==> src/rtl/equiv_sequencer.sv <==
// Equivalence sequencer: replays stored stimulus vectors into a reference and a
// synthesized DUT, counts unequal outputs and compacts y_a into a 32-bit MISR.
module equiv_sequencer #(
   parameter int IN_W  = 63,
   parameter int OUT_W = 421,
   parameter int DEPTH = 32,
   localparam int AW   = $clog2(DEPTH)
) (
   input  logic             clk,
   input  logic             rst,
   input  logic             start,
   input  logic             vec_wr_en,
   input  logic [AW-1:0]    vec_wr_addr,
   input  logic [IN_W-1:0]  vec_wr_data,
   input  logic [AW:0]      num_vec,
   input  logic [3:0]       hold,
   output logic [IN_W-1:0]  stim,
   input  logic [OUT_W-1:0] y_a,
   input  logic [OUT_W-1:0] y_b,
   output logic             busy,
   output logic             done,
   output logic             mismatch,
   output logic [AW:0]      mismatch_cnt,
   output logic [AW-1:0]    first_fail_idx,
   output logic [31:0]      signature
);

   localparam int          NCH      = (OUT_W + 31) / 32;
   localparam logic [AW:0] DEPTH_V  = (AW+1)'(DEPTH);
   localparam logic [31:0] SIG_SEED = 32'hFFFF_FFFF;

   typedef enum logic [2:0] {
      S_IDLE  = 3'd0,
      S_LOAD  = 3'd1,
      S_WAIT  = 3'd2,
      S_CHECK = 3'd3,
      S_DONE  = 3'd4
   } state_t;

   // Zero-pad to whole 32-bit chunks and XOR them together.
   function automatic logic [31:0] fold32(input logic [OUT_W-1:0] v);
      logic [NCH*32-1:0] pad;
      logic [31:0]       acc;
      pad = '0;
      pad[OUT_W-1:0] = v;
      acc = 32'h0000_0000;
      for (int i = 0; i < NCH; i++) begin
         acc = acc ^ pad[i*32 +: 32];
      end
      return acc;
   endfunction

   function automatic logic [31:0] misr_step(input logic [31:0] s, input logic [31:0] f);
      return {s[30:0], s[31] ^ s[21] ^ s[1] ^ s[0]} ^ f;
   endfunction

   logic [IN_W-1:0] mem_r [DEPTH];
   state_t          state_r;
   state_t          state_next_s;
   logic [IN_W-1:0] stim_r;
   logic            busy_r;
   logic            done_r;
   logic            mismatch_r;
   logic [AW:0]     mismatch_cnt_r;
   logic [AW-1:0]   first_fail_idx_r;
   logic [31:0]     sig_r;
   logic [AW-1:0]   idx_r;
   logic [3:0]      cnt_r;
   logic [AW:0]     nv_r;
   logic [3:0]      hold_r;
   logic [AW:0]     nv_clamp_s;
   logic            last_s;
   logic            neq_s;
   logic [31:0]     sig_next_s;

   // Vector memory: loaded only while idle, never reset.
   always_ff @(posedge clk) begin
      if (vec_wr_en && (state_r == S_IDLE) && !rst) begin
         mem_r[vec_wr_addr] <= vec_wr_data;
      end
   end

   // Datapath helpers for the current vector.
   always_comb begin
      nv_clamp_s = (num_vec > DEPTH_V) ? DEPTH_V : num_vec;
      last_s     = ({1'b0, idx_r} == (nv_r - (AW+1)'(1)));
      neq_s      = (y_a != y_b);
      sig_next_s = misr_step(sig_r, fold32(y_a));
   end

   // Next-state decode.
   always_comb begin
      state_next_s = state_r;
      case (state_r)
         S_IDLE: begin
            if (start) begin
               state_next_s = (num_vec == '0) ? S_DONE : S_LOAD;
            end else begin
               state_next_s = S_IDLE;
            end
         end
         S_LOAD: state_next_s = S_WAIT;
         S_WAIT: begin
            if (cnt_r == 4'd0) begin
               state_next_s = S_CHECK;
            end else begin
               state_next_s = S_WAIT;
            end
         end
         S_CHECK: begin
            if (last_s) begin
               state_next_s = S_DONE;
            end else begin
               state_next_s = S_LOAD;
            end
         end
         S_DONE:  state_next_s = S_IDLE;
         default: state_next_s = S_IDLE;
      endcase
   end

   // State register, run bookkeeping and result registers.
   always_ff @(posedge clk) begin
      if (rst) begin
         state_r          <= S_IDLE;
         stim_r           <= '0;
         busy_r           <= 1'b0;
         done_r           <= 1'b0;
         mismatch_r       <= 1'b0;
         mismatch_cnt_r   <= '0;
         first_fail_idx_r <= '0;
         sig_r            <= SIG_SEED;
         idx_r            <= '0;
         cnt_r            <= 4'd0;
         nv_r             <= '0;
         hold_r           <= 4'd0;
      end else begin
         state_r <= state_next_s;
         busy_r  <= (state_next_s != S_IDLE);
         done_r  <= (state_next_s == S_DONE);
         case (state_r)
            S_IDLE: begin
               if (start) begin
                  nv_r             <= nv_clamp_s;
                  hold_r           <= hold;
                  idx_r            <= '0;
                  mismatch_r       <= 1'b0;
                  mismatch_cnt_r   <= '0;
                  first_fail_idx_r <= '0;
                  sig_r            <= SIG_SEED;
               end
            end
            S_LOAD: begin
               stim_r <= mem_r[idx_r];
               cnt_r  <= hold_r;
            end
            S_WAIT: begin
               if (cnt_r != 4'd0) begin
                  cnt_r <= cnt_r - 4'd1;
               end
            end
            S_CHECK: begin
               if (neq_s) begin
                  mismatch_r     <= 1'b1;
                  mismatch_cnt_r <= mismatch_cnt_r + (AW+1)'(1);
                  if (!mismatch_r) begin
                     first_fail_idx_r <= idx_r;
                  end
               end
               sig_r <= sig_next_s;
               if (!last_s) begin
                  idx_r <= idx_r + AW'(1);
               end
            end
            default: begin
            end
         endcase
      end
   end

   assign stim           = stim_r;
   assign busy           = busy_r;
   assign done           = done_r;
   assign mismatch       = mismatch_r;
   assign mismatch_cnt   = mismatch_cnt_r;
   assign first_fail_idx = first_fail_idx_r;
   assign signature      = sig_r;

endmodule

==> config.mk <==
export PLATFORM = sky130hd
export DESIGN_NAME = equiv_sequencer
export DESIGN_NICKNAME = d
export VERILOG_FILES = /design/src/rtl/equiv_sequencer.sv
export SDC_FILE = /design/constraint.sdc
export NUM_CORES = 2
export LEC_CHECK = 0
export CORE_ASPECT_RATIO = 1.5
export CORE_UTILIZATION = 25
export CTS_BUF_LIST = sky130_fd_sc_hd__clkbuf_8
export DETAILED_ROUTE_END_ITERATION = 8
export GPL_TIMING_DRIVEN = 0
export HOLD_SLACK_MARGIN = 0.12
export PLACE_DENSITY_LB_ADDON = 0.05
export SYNTH_ARGS = -nofsm -noshare
export SYNTH_HDL_FRONTEND = slang
export SYNTH_SLANG_ARGS = --single-unit
==> constraint.sdc <==
create_clock -name clk -period 13.7 [get_ports clk]
set_input_delay 1.37 -clock clk [delete_from_list [all_inputs] [get_ports clk]]
set_output_delay 1.37 -clock clk [all_outputs]
set_load 0.02 [all_outputs]
==> results.json <==
{
  "drt-total-wl_um": 497200,
  "cts_tree": "yes",
  "overflow": 0,
  "dp_hpwl_um": 397800,
  "status": "complete, but fails checks",
  "use_met3_pct": 6.739,
  "die_area_sq_um": 361000,
  "initialDrtViolationCount": 4359,
  "fin_tns_setup_ps": 0,
  "start_util_pct": 25.17,
  "start_kind": "input pin",
  "final_area_sq_um": 115900,
  "rsz0062_at_grt": "no",
  "clk_pin_slew_ps": 70,
  "violations": "design-rule violations, max-capacitance violations, max-slew violations",
  "cp-end-kind": "flip-flop",
  "skew_ps": 79.30,
  "yosys_warnings": 0,
  "ant_nets": 0,
  "synth_edf_count": 2016,
  "fmax_ghz": 0.1547,
  "insertion_delay_ps": 1060,
  "drv_slew": 4,
  "gp_congestion": 1.010,
  "syn_inst": 4490,
  "clk_path_buf_depth": 4,
  "vias_per_cell": 4.716,
  "async_flop_share_pct": 0,
  "final-hold-violation-count": 0,
  "die_w_um": 490.9,
  "reg2reg_slack_ps": 9110,
  "die_height_um": 735.4,
  "maxSlewHeadroom_pct": -4.104,
  "top_usage_layer": "met2",
  "first_pass_iters": 9,
  "avgSynthCellArea_sq_um": 19.96,
  "grt.total_usage_pct": 27.30,
  "vias": 52456,
  "clkSinkCount": 2147,
  "fin_util_pct": 32.54,
  "leakage_nw": 35.01,
  "fp.coreArea_sq_um": 356100,
  "numCtsBuffers": 359,
  "syn_area_sq_um": 89640,
  "critPathMaxFanout": 10,
  "ctsResizeCount": 0,
  "vdd_drop_max_uv": 90.03,
  "preCtsSetupSlack_ps": 7083,
  "use_met2_pct": 50.07,
  "post-route-min-period_ps": 6465,
  "power_per_cell_area_nw_per_um2": 127.8,
  "grt_max_degree": 33,
  "htree_num_levels": 5,
  "num_rows": 268,
  "place_area_sq_um": 109000,
  "clock_tree.root_cell": "clkbuf_8",
  "grt_pass1_vias": 55852,
  "synth.distinct_cells": 57,
  "required_ps": 14630,
  "crit_type": "input pin to flip-flop",
  "hp-class": "flip-flop to flip-flop",
  "syn_to_final_growth_pct": 29.28,
  "maxCapViolCount": 3,
  "grt_pass1_wl_um": 626800,
  "io_pins": 1033,
  "fin_ws_ps": 7235,
  "fin_nets": 6953,
  "post-cts-setup-buffer-count": 0,
  "antenna_found_initial": 160,
  "numPortBuffers": 1032,
  "drive_gt1_share_pct": 21.36,
  "hold_buffers": 0,
  "ys_seq_elements": 2147,
  "worst_pin_slew_ps": 1547,
  "final_common_cell": "edfxtp_1",
  "ys.flop_type": "edfxtp_1",
  "arrival_ps": 7390,
  "fill_cells": 34681,
  "setup_violations": 0,
  "min_period_over_period_pct": 47.19,
  "wl_per_cell_um": 44.70,
  "final_cell_mix": "edfxtp_1 (2016), clkdlybuf4s50_1 (1032), xnor2_1 (656), mux4_2 (630), clkbuf_8 (382)",
  "seq_area_frac_synth_pct": 70.46,
  "drc": 1086,
  "synth_nets": 5419,
  "grt_util_met1_pct": 25.30
}
## power by group
group	internal [W]	total [W]	leakage, nW	switching, W
Clock	0.00270	0.00546	3.78	0.00276
Combinational	0.000811	0.00203	12.0	0.00122
Sequential	0.00726	0.00731	19.2	0.0000558
Total	0.0108	0.0148	35.0	0.00404
## worst paths after layout
| path | from | to | cells after the start |
|---|---|---|---|
| max | y_b[67] | first_fail_idx[2] | 11 |
| max reg2reg | idx_r[1] | stim[46] | 8 |
| min | first_fail_idx[3] | first_fail_idx[3] | 2 |
| min reg2reg | first_fail_idx[3] | first_fail_idx[3] | 2 |
## cells in the mapped netlist (18+ instances only)
master / instances / area share [%]
a211oi_1: 67 / 0.56
a21oi_1: 18 / 0.10
buf_1: 29 / 0.12
buf_2: 57 / 0.32
clkbuf_1: 106 / 0.44
dfxtp_1: 131 / 2.9
edfxtp_1: 2016 / 68
inv_1: 42 / 0.18
mux2i_1: 68 / 0.76
mux4_2: 630 / 16
nand2_1: 37 / 0.15
nand2b_1: 54 / 0.38
nand4_1: 83 / 0.58
nor2_1: 117 / 0.49
nor2b_1: 18 / 0.13
nor4_1: 47 / 0.33
o22ai_1: 48 / 0.33
xnor2_1: 666 / 6.5
xor2_1: 138 / 1.3
## layout make-up
type / instances / area [sq um] / share of cell area [%]
antenna: 102 / 255.2 / 0.2202
buffer: 195 / 840.8 / 0.7255
clock buffer: 382 / 5258 / 4.537
clock inverter: 252 / 1259 / 1.086
inverter: 47 / 176.4 / 0.1522
multi-input combinational: 2101 / 25900 / 22.35
sequential: 2147 / 63160 / 54.50
tap: 4725 / 5912 / 5.101
timing repair buffer: 1173 / 13130 / 11.33
## registers in the layout, summed over array words and instances, names as in the netlist
| name | cells |
|---|---|
| busy | 1 |
| hold_r | 4 |
| idx_r | 5 |
| signature | 32 |
| stim | 63 |
| first_fail_idx | 5 |
| nv_r | 6 |
| state_r | 3 |
| cnt_r | 4 |
| mismatch | 1 |
| done | 1 |
| mismatch_cnt | 6 |
| mem_r | 2016 |
## routing by layer
| metal | vias to the layer above | routed length [um] |
|---|---|---|
| met5 | - | 287 |
| met4 | 46 | 46950 |
| met3 | 922 | 27740 |
| met2 | 2075 | 266000 |
| met1 | 27964 | 156300 |
| li1 | 21449 | - |
## critical path, cell delays in order
cell             delay [ps]
clkdlybuf4s50_1         850
xnor2_1                1220
nand4_1                 280
nor4_1                  650
nand4_1                 920
nor4_1                  930
and4_1                  470
buf_6                   190
or3_2                   140
buf_6                   130
mux2i_1                 170
## cells by family (layout without fill, tap and decap cells)
logic type | Yosys count | in the layout | share of synthesized area [%]
other cells | 0 | 102 | 0
mux | 698 | 698 | 16.59
simple gates | 416 | 416 | 2.508
fa+ha+maj | 5 | 5 | 0.06979
compound gates | 178 | 178 | 1.407
xor+xnor | 804 | 804 | 7.855
buf+inv | 242 | 2049 | 1.114
flops | 2147 | 2147 | 70.46
## stage by stage
| stage | power, W | hold slack, ps | cells |
|---|---|---|---|
| after floorplan | 0.008246 | 436.6 | 4490 |
| after global placement | 0.009456 | 451.2 | 10247 |
| final | 0.01481 | 469.2 | 11124 |
| after CTS | 0.01503 | 465.7 | 11018 |
| after detailed placement | 0.009481 | 455.2 | 10384 |
| after global routing | 0.01530 | 485.9 | 11063 |
Power figures use the tool's default switching activity.
